## src/rtl/booth_product_accumulator_if.sv

```systemverilog
// Product-in / frame-out bus between the Booth multiplier controller, the
// frame accumulator and the downstream consumer of frame sums.
interface booth_product_accumulator_if #(
  parameter int N = 32,
  parameter int G = 4
);
  localparam int AW = 2 * N + G;

  logic                  prod_valid;
  logic signed [2*N-1:0] prod;
  logic                  acc_clr;
  logic                  in_ready;
  logic                  out_valid;
  logic signed [AW-1:0]  out_data;
  logic                  out_ovf;
  logic                  out_ready;
  logic                  drop_err;

  modport master (
    output prod_valid, prod, acc_clr, out_ready,
    input  in_ready, out_valid, out_data, out_ovf, drop_err
  );

  modport slave (
    input  prod_valid, prod, acc_clr, out_ready,
    output in_ready, out_valid, out_data, out_ovf, drop_err
  );
endinterface

```

## src/rtl/booth_product_accumulator.sv

```systemverilog
// Sums ACC_LEN signed Booth products per frame into a guarded accumulator and
// hands each frame to a one-deep output register. Optional: BOOTH_ACC_SAT_EN.
module booth_product_accumulator #(
  parameter int N       = 32,
  parameter int G       = 4,
  parameter int ACC_LEN = 16
) (
  input logic clk,
  input logic rst_n,
  booth_product_accumulator_if.slave bus
);
  localparam int AW = 2 * N + G;
  localparam int CW = $clog2(ACC_LEN + 1);
  localparam logic [CW-1:0] LEN = CW'(ACC_LEN);

  typedef enum logic {ACCUM = 1'b0, HOLD = 1'b1} state_t;

  state_t               state_q, state_d;
  logic signed [AW-1:0] acc_q, acc_d;
  logic [CW-1:0]        cnt_q, cnt_d;
  logic                 frame_ovf_q, frame_ovf_d;
  logic                 out_valid_q, out_valid_d;
  logic signed [AW-1:0] out_data_q, out_data_d;
  logic                 out_ovf_q, out_ovf_d;
  logic                 drop_err_q, drop_err_d;

  logic                 in_ready;
  logic                 accept, drop, drain, last;
  logic signed [AW-1:0] base_acc, prod_ext, sum_acc;
  logic [CW-1:0]        base_cnt, cnt_inc;
  logic                 base_ovf, step_ovf, sum_ovf;
  logic [AW:0]          sum_wide;
  logic                 load_sum, zero_frame;

  assign accept = bus.prod_valid & in_ready;
  assign drop   = bus.prod_valid & ~in_ready;
  assign drain  = out_valid_q & bus.out_ready;

  // acc_clr restarts the frame underneath a coincident product, so the product
  // is added onto zero rather than onto the aborted partial sum.
  always_comb begin : datapath
    base_acc = bus.acc_clr ? '0 : acc_q;
    base_cnt = bus.acc_clr ? '0 : cnt_q;
    base_ovf = ~bus.acc_clr & frame_ovf_q;
    prod_ext = AW'(bus.prod);
    sum_wide = {base_acc[AW-1], base_acc} + {prod_ext[AW-1], prod_ext};
    step_ovf = sum_wide[AW] ^ sum_wide[AW-1];
    sum_ovf  = base_ovf | step_ovf;
    cnt_inc  = base_cnt + CW'(1);
    last     = accept & (cnt_inc == LEN);
  end

`ifdef BOOTH_ACC_SAT_EN
  localparam logic signed [AW-1:0] ACC_MAX = {1'b0, {(AW-1){1'b1}}};
  localparam logic signed [AW-1:0] ACC_MIN = {1'b1, {(AW-1){1'b0}}};

  logic sat_q, sat_d, base_sat;

  // Once pinned, the accumulator ignores further products until the frame ends.
  always_comb begin : saturate
    base_sat = ~bus.acc_clr & sat_q;
    if (base_sat) begin
      sum_acc = base_acc;
    end else if (step_ovf) begin
      sum_acc = sum_wide[AW] ? ACC_MIN : ACC_MAX;
    end else begin
      sum_acc = sum_wide[AW-1:0];
    end
    sat_d = sat_q;
    if (load_sum) begin
      sat_d = base_sat | step_ovf;
    end else if (zero_frame) begin
      sat_d = 1'b0;
    end
  end

  always_ff @(posedge clk or negedge rst_n) begin
    if (!rst_n) begin
      sat_q <= 1'b0;
    end else begin
      sat_q <= sat_d;
    end
  end
`else
  assign sum_acc = sum_wide[AW-1:0];
`endif

  always_comb begin : next_state
    state_d     = state_q;
    acc_d       = acc_q;
    cnt_d       = cnt_q;
    frame_ovf_d = frame_ovf_q;
    out_valid_d = out_valid_q & ~bus.out_ready;
    out_data_d  = out_data_q;
    out_ovf_d   = out_ovf_q;
    drop_err_d  = (drop_err_q | drop) & ~bus.acc_clr;
    load_sum    = 1'b0;
    zero_frame  = 1'b0;

    if (bus.acc_clr) begin
      zero_frame = 1'b1;
      state_d    = ACCUM;
    end

    if (accept) begin
      if (last && (!out_valid_q || bus.out_ready)) begin
        out_data_d  = sum_acc;
        out_ovf_d   = sum_ovf;
        out_valid_d = 1'b1;
        zero_frame  = 1'b1;
      end else begin
        load_sum = 1'b1;
        if (last) begin
          state_d = HOLD;
        end
      end
    end else if (state_q == HOLD && drain && !bus.acc_clr) begin
      out_data_d  = acc_q;
      out_ovf_d   = frame_ovf_q;
      out_valid_d = 1'b1;
      zero_frame  = 1'b1;
      state_d     = ACCUM;
    end

    if (load_sum) begin
      acc_d       = sum_acc;
      cnt_d       = cnt_inc;
      frame_ovf_d = sum_ovf;
    end else if (zero_frame) begin
      acc_d       = '0;
      cnt_d       = '0;
      frame_ovf_d = 1'b0;
    end
  end

  always_ff @(posedge clk or negedge rst_n) begin
    if (!rst_n) begin
      state_q     <= ACCUM;
      acc_q       <= '0;
      cnt_q       <= '0;
      frame_ovf_q <= 1'b0;
      out_valid_q <= 1'b0;
      out_data_q  <= '0;
      out_ovf_q   <= 1'b0;
      drop_err_q  <= 1'b0;
    end else begin
      state_q     <= state_d;
      acc_q       <= acc_d;
      cnt_q       <= cnt_d;
      frame_ovf_q <= frame_ovf_d;
      out_valid_q <= out_valid_d;
      out_data_q  <= out_data_d;
      out_ovf_q   <= out_ovf_d;
      drop_err_q  <= drop_err_d;
    end
  end

  always_comb begin : outputs
    in_ready = (state_q == ACCUM);
  end

  assign bus.in_ready  = in_ready;
  assign bus.out_valid = out_valid_q;
  assign bus.out_data  = out_data_q;
  assign bus.out_ovf   = out_ovf_q;
  assign bus.drop_err  = drop_err_q;
endmodule

```

## src/flat_wrapper.sv

```systemverilog
// flat-port wrapper written by rule: the top's interface ports become plain ports
module booth_product_accumulator_flat 
#(
  parameter int N       = 32,
  parameter int G       = 4,
  parameter int ACC_LEN = 16
)
  (clk, rst_n, bus_prod_valid, bus_prod, bus_acc_clr, bus_out_ready, bus_in_ready, bus_out_valid, bus_out_data, bus_out_ovf, bus_drop_err);
  booth_product_accumulator_if #(.N(N), .G(G)) bus_i ();
  input logic clk;
  input logic rst_n;
  input wire logic [$bits(bus_i.prod_valid)-1:0] bus_prod_valid;
  input wire logic [$bits(bus_i.prod)-1:0] bus_prod;
  input wire logic [$bits(bus_i.acc_clr)-1:0] bus_acc_clr;
  input wire logic [$bits(bus_i.out_ready)-1:0] bus_out_ready;
  output wire logic [$bits(bus_i.in_ready)-1:0] bus_in_ready;
  output wire logic [$bits(bus_i.out_valid)-1:0] bus_out_valid;
  output wire logic [$bits(bus_i.out_data)-1:0] bus_out_data;
  output wire logic [$bits(bus_i.out_ovf)-1:0] bus_out_ovf;
  output wire logic [$bits(bus_i.drop_err)-1:0] bus_drop_err;
  assign bus_i.prod_valid = bus_prod_valid;
  assign bus_i.prod = bus_prod;
  assign bus_i.acc_clr = bus_acc_clr;
  assign bus_i.out_ready = bus_out_ready;
  assign bus_in_ready = bus_i.in_ready;
  assign bus_out_valid = bus_i.out_valid;
  assign bus_out_data = bus_i.out_data;
  assign bus_out_ovf = bus_i.out_ovf;
  assign bus_drop_err = bus_i.drop_err;
  booth_product_accumulator #(.N(N), .G(G), .ACC_LEN(ACC_LEN)) u_core (.clk(clk), .rst_n(rst_n), .bus(bus_i));
endmodule
```

## config.mk

```make
export PLATFORM = sky130hd
export DESIGN_NAME = booth_product_accumulator_flat
export DESIGN_NICKNAME = d
export VERILOG_FILES = /design/src/rtl/booth_product_accumulator_if.sv /design/src/rtl/booth_product_accumulator.sv /design/src/flat_wrapper.sv
export SDC_FILE = /design/constraint.sdc
export NUM_CORES = 1
export LEC_CHECK = 0
export ABC_AREA = 1
export BUFFER_PORTS_ARGS = -buffer_cell sky130_fd_sc_hd__buf_4
export CAP_MARGIN = 10
export CORE_ASPECT_RATIO = 1.25
export CORE_MARGIN = 1
export CORE_UTILIZATION = 40
export CTS_CLUSTER_DIAMETER = 200
export DETAILED_ROUTE_END_ITERATION = 10
export GPL_ROUTABILITY_DRIVEN = 0
export SYNTH_ARGS = -nofsm -noshare
export SYNTH_HDL_FRONTEND = slang
export SYNTH_SLANG_ARGS = --single-unit
export TNS_END_PERCENT = 20
```

## constraint.sdc

```tcl
create_clock -name clk -period 3.28 [get_ports clk]
set_clock_uncertainty 0.1 [all_clocks]
set_input_delay 0.328 -clock clk [delete_from_list [all_inputs] [get_ports clk]]
set_output_delay 0.328 -clock clk [all_outputs]
set_load 0.03 [all_outputs]
```

# --- Yosys cells after proc, flatten, opt, wreduce, memory -nomap -nowiden ---
# Index checks and enable logic that the tools add are counted.
totals:
  ff_bits: 146
  input_bits: 69
  output_inout_bits: 72
  wordCells: 62
op_classes:
  add_sub_neg: 2
  n_eq_ne: 2
  n_mux: 28
  bitwise: 13
  reduce_logical: 9
op_table:
  columns: ["operator", "count"]
  rows:
  - ["68-bit 2-to-1 mux", 6]
  - ["68-bit by 64-bit adder with 69-bit output", 1]
  - ["1-bit 2-to-1 mux", 19]
  - ["5-bit 2-to-1 mux", 3]
  - ["1-bit bitwise AND", 7]
  - ["5-bit by 1-bit adder with 5-bit output (second input constant)", 1]
  - ["5-bit equality test (second input constant)", 1]
  - ["2-bit nonzero test", 2]
  - ["1-bit logical AND", 3]
  - ["1-bit NOT", 3]
  - ["1-bit logical NOT", 2]
  - ["2-bit inequality test (second input constant)", 1]
  - ["1-bit OR", 2]
  - ["2-bit AND reduction", 1]
  - ["1-bit logical OR", 1]
  - ["1-bit bitwise XOR", 1]

# --- Longest topological paths before layout ---
logic_depth:
  ltp_word: 9
  depth_mapped: 21
  mapped_depth_nobuf: 20

# --- Worst setup path after synthesis ---
# OpenSTA, ideal clock, no wires.
synth_timing:
  kind: "input to register"
  from: "input port bus_acc_clr"
  to: "register u_core.out_data_q[26], in the netlist u_core.bus.out_data[26]"
  setup_time_ns: 0.124
  t_arrival_ns: 2.614
  t_required_ns: 3.056
  slack_ns: 0.442
  cell_stages: 17
  path_buffers: 2
  cell_sequence: "buf_2 clkbuf_1 nor2_1 ha_1 inv_1 fa_1 inv_1 nand3_1 nand2_1 a21oi_2 o21ai_0 nand2_1 nand2_1 xor2_1 nand2_1 o211ai_1 nand2_1"
synth_via:
  elab_chain_len: 7
  word_cells_on_any_way: 14
  cone_classes: "add/sub (2); eq/ne (2); mux (4); bitwise (1); reduce/logical (5)"
synth_lines:
  columns: ["item", "line_no", "source"]
  rows:
  - ["start: declaration", "flat_wrapper.sv:14", "input wire logic [$bits(bus_i.acc_clr)-1:0] bus_acc_clr;"]
  - ["branches (longest 7 deep; another with 68-bit by 64-bit adder with 69-bit output)", null, null]
  - ["end signal: assignment", "booth_product_accumulator.sv:152", "out_data_q <= out_data_d;"]
  - ["end: declaration", "booth_product_accumulator.sv:23", "logic signed [AW-1:0] out_data_q, out_data_d;"]
# Parallel ways; which one is timed is not known. The select of a mux whose other input is x is not followed.
# A chain may end at the register's enable or synchronous reset.

# --- Worst setup path after layout ---
layout_timing:
  from: "register u_core.acc_q[0]"
  to: "register u_core.out_data_q[28], in the netlist u_core.bus.out_data[28]"
layout_via:
  elab_chain_len: 4
layout_lines:
  columns: ["item", "line_no", "source"]
  rows:
  - ["start: declaration", "booth_product_accumulator.sv:19", "logic signed [AW-1:0] acc_q, acc_d;"]
  - ["start signal: assignment", "booth_product_accumulator.sv:139", "acc_q <= '0;"]
  - ["start signal: assignment", "booth_product_accumulator.sv:148", "acc_q <= acc_d;"]
  - ["68-bit 2-to-1 mux", "booth_product_accumulator.sv:42", "base_acc = bus.acc_clr ? '0 : acc_q;"]
  - ["68-bit by 64-bit adder with 69-bit output", "booth_product_accumulator.sv:46", "sum_wide = {base_acc[AW-1], base_acc} + {prod_ext[AW-1], prod_ext};"]
  - ["68-bit 2-to-1 mux", "booth_product_accumulator.sv:106", "if (last && (!out_valid_q || bus.out_ready)) begin"]
  - ["68-bit 2-to-1 mux", "booth_product_accumulator.sv:105", "if (accept) begin"]
# No other way between the ends. The select of a mux whose other input is x is not followed.

==> flow_summary_export.csv <==
group,metric,value,unit
sta,slew_headroom,0.287,
grt,grt_first_pass_wirelength,67200,µm
grt,grt_pass1_vias,12670,
yosys,synth_top_area_share,0.306,
sta,worstMarginPinSlew,1.07,ns
pwr,switching_share,0.384,
cells_and_area,fin_area,0.0146,mm²
clock_network,clock-root-buffer,"clkbuf_16",
clock_network,cts.path.max_buffers,2,
yosys,ys_ff_latch,146,
pwr,power.switching,2.62,mW
worst_setup_path,endpoint_kind,"flip-flop",
yosys,netlist_top_cells_area,"dfrtp_1 (31%), nand2_1 (18%), nor2_1 (9.5%)",
clock_network,cts_tree,"yes",
yosys,synth_compound_area_frac,0.148,
route,ant_nets,0,
die,die_area,0.0306,mm²
run,maxCapViolations,0,
worst_setup_path,crit_buf_inv,4,
grt,antenna_found_initial,0,
yosys,synth_xor_area_frac,0.0264,
yosys,synth_fp_nets,2043,
worst_setup_path,cpMaxStageDelayCell,"fa_1",
yosys,synthAdderAreaFrac,0.0750,
yosys,synth_edf_count,0,
route,wl_per_cell,17.3,µm
yosys,syn_inst,1903,
clock_network,clk_pin_slew,0.06,ns
placement,dpl.hpwl,34300,µm
yosys,synthesis.area,0.0119,mm²
pwr,p_per_area,466,mW/mm²
die,die_h,195,µm
grt,grt_max_degree,98,
yosys,yosys_most_used_dff,"dfrtp_1",
sta,rsz0062_at_grt,"false",
cells_and_area,fin_nets,2242,
grt,grtUsageTotal,0.290,
route,via_count,13081,
yosys,ys.warnings.count,0,
worst_setup_path,crit_type,"reg2reg",
cells_and_area,drive_gt1_frac,0.128,
clock_network,clk_latency,0.45,ns
route,drc_errors,0,
die,core-area,0.0293,mm²
pwr,p_leak,7.73,nW
yosys,synth_top_family_by_area,"simple AND/OR/NAND/NOR gates",
worst_setup_path,worstPathRequired,3.51,ns
route,drtIter0Drc,899,
worst_setup_path,crit_fanout,4,
pwr,max-vdd-ir-drop,0.000327,V
sta,finalHoldViolCount,0,
yosys,post-synth-top-count-cell,"nand2_1",
worst_setup_path,cp_common_cell,"nand3_1",
die,ios,141,
cells_and_area,n_antenna_cell,0,
yosys,synthMuxAreaShare,0,
worst_hold_path,hold_path.class,"in2reg",
pwr,internal-power,4.20,mW
pwr,p_comb_frac,0.390,
die,chipWidth,157,µm
route,wl,43500,µm
worst_setup_path,cp-start-kind,"flip-flop",
pwr,clock_power_share,0.298,
die,start_util,0.407,
worst_setup_path,worstPathArrival,3.21,ns
yosys,yosys-top-cells-count,"nand2_1 (586), nor2_1 (301), inv_1 (256)",
yosys,synth.avg_cell_area,6.28,µm²
clock_network,cts.sinks,146,
grt,grt_remaining_overflow,0,
clock_network,cts_buffers,17,
placement,port-buffer-count,140,
sta,period_share,0.911,
yosys,ys_types,36,
yosys,yosys.area_share.simple,0.342,
clock_network,htree_levels,4,
worst_setup_path,worstPathCellList,"inv_1 -> nor2_1 -> ha_1 -> inv_1 -> fa_1 -> inv_1 -> nand3_1 -> nand2_1 -> buf_4 -> nand3_1 -> nand3_1 -> nand3_1 -> nand3_2 -> xnor2_1 -> nand2_1 -> nand3_1 -> nand2_1",
cells_and_area,fill_cells,3116,
route,dr.pass1.iters,5,
worst_setup_path,crit_path_max_incr_delay,0.40,ns
pwr,seqPwrFrac,0.312,
sta,fmax,0.335,GHz
sta,finalSetupViolations,0,
sta,tns,0,ns
cells_and_area,syn_to_final_growth,22.4,%
route,drt-vias-per-instance,5.21,
sta,fin_crit,2.99,ns
yosys,yosys.area.top_type,"dfrtp_1",
sta,maxSlewViolCount,0,
yosys,ys_seq_area_frac,0.306,
worst_setup_path,crit_family,"simple AND/OR/NAND/NOR gates",
placement,placed_area,0.0140,mm²
yosys,synth-async-reset-ratio,1.00,
die,row_count,70,
run_status,status,"finished, final reports clean",
==> power by group through the flow <==
stage / Clock [mW] / Sequential, mW / Combinational (mW)
after floorplan: 0 / 2.18 / 1.62
after global placement: 0 / 2.14 / 2.60
after detailed placement: 0 / 2.15 / 2.61
after CTS: 2.07 / 2.12 / 2.63
after global routing: 2.14 / 2.15 / 2.94
final: 2.03 / 2.12 / 2.66
==> layer usage <==
metal | global-route usage | share of wire
met5 | 0 | 0
met4 | 0.156 | 0.053
met3 | 0.0346 | 0.048
met2 | 0.515 | 0.49
met1 | 0.338 | 0.40
==> worst min-delay path: stages <==
cell and delay (ns):
buf_4 0.09, a21oi_1 0.05, nor2_1 0.08
==> kinds of logic (layout without fill, tap and decap cells) <==
family,Yosys count,count (layout)
xor+xnor,36,36
simple gates,1027,1027
fa+ha+maj,71,71
flops,146,146
compound gates,311,311
buf+inv,312,522
==> sequential cells by signal (all words and copies together) (netlist names) <==
signal,cells
u_core.acc_q,68
u_core.bus.drop_err,1
u_core.state_q,1
u_core.frame_ovf_q,1
u_core.bus.out_valid,1
u_core.cnt_q,5
u_core.bus.out_ovf,1
u_core.bus.out_data,68
==> repair_timing <==
action,CTS,global route
endpoints found under the hold margin,56,0
setup buffers,0,0
gates resized for setup,0,1
hold buffers,2,0
endpoints found under the setup margin,0,2
==> worst paths after layout <==
| path | depth (start not counted) | startpoint | end | slack [ns] |
|---|---|---|---|---|
| setup / recovery | 17 | u_core.acc_q[0] | u_core.bus.out_data[28] | 0.29 |
| hold / removal | 3 | bus_prod_valid | u_core.bus.drop_err | 0.04 |
| setup reg to reg | 17 | u_core.acc_q[0] | u_core.bus.out_data[28] | 0.29 |
| hold reg to reg | 2 | u_core.bus.out_data[10] | u_core.bus.out_data[10] | 0.38 |
| max in group asynchronous | 3 | rst_n | u_core.acc_q[41] | 2.05 |
| min in group asynchronous | 2 | rst_n | u_core.bus.out_data[19] | 0.33 |
==> placed cells by master (no fill, tap or decap), types with 30 or more instances in the layout <==
cell	netlist	routed
nand2_1	586	585
nand3_1	95	94
dfrtp_1	146	146
o21ai_0	83	83
a21oi_1	97	97
o211ai_1	30	30
o22ai_1	33	33
buf_4	1	220
o21ai_1	32	32
ha_1	70	70
inv_1	256	256
nor2_1	301	301
==> metrics by stage <==
stage	power [mW]	worst slack, ns	std cells	hold slack (ns)	util
3_5_place_dp	4.77	0.0394	2477	0.248	0.477
6_report	6.82	0.292	2509	0.0446	0.498
3_3_place_gp	4.74	0.0665	2477	0.248	0.477
2_1_floorplan	3.80	0.442	1903	-0.0676	-
5_1_grt	7.22	0.0486	2509	0.0792	0.498
4_1_cts	6.83	0.250	2509	0.0310	0.498
==> cell type report <==
class                      instances  area (µm²)  area share
inverter                         262         983      0.0673
timing repair buffer             230        1820       0.125
clock inverter                     9         131     0.00899
multi-input combinational       1445        7070       0.484
tap                              396         495      0.0339
clock buffer                      21         460      0.0315
sequential                       146        3650       0.250
No activity file was read; power rests on OpenSTA's default activity.
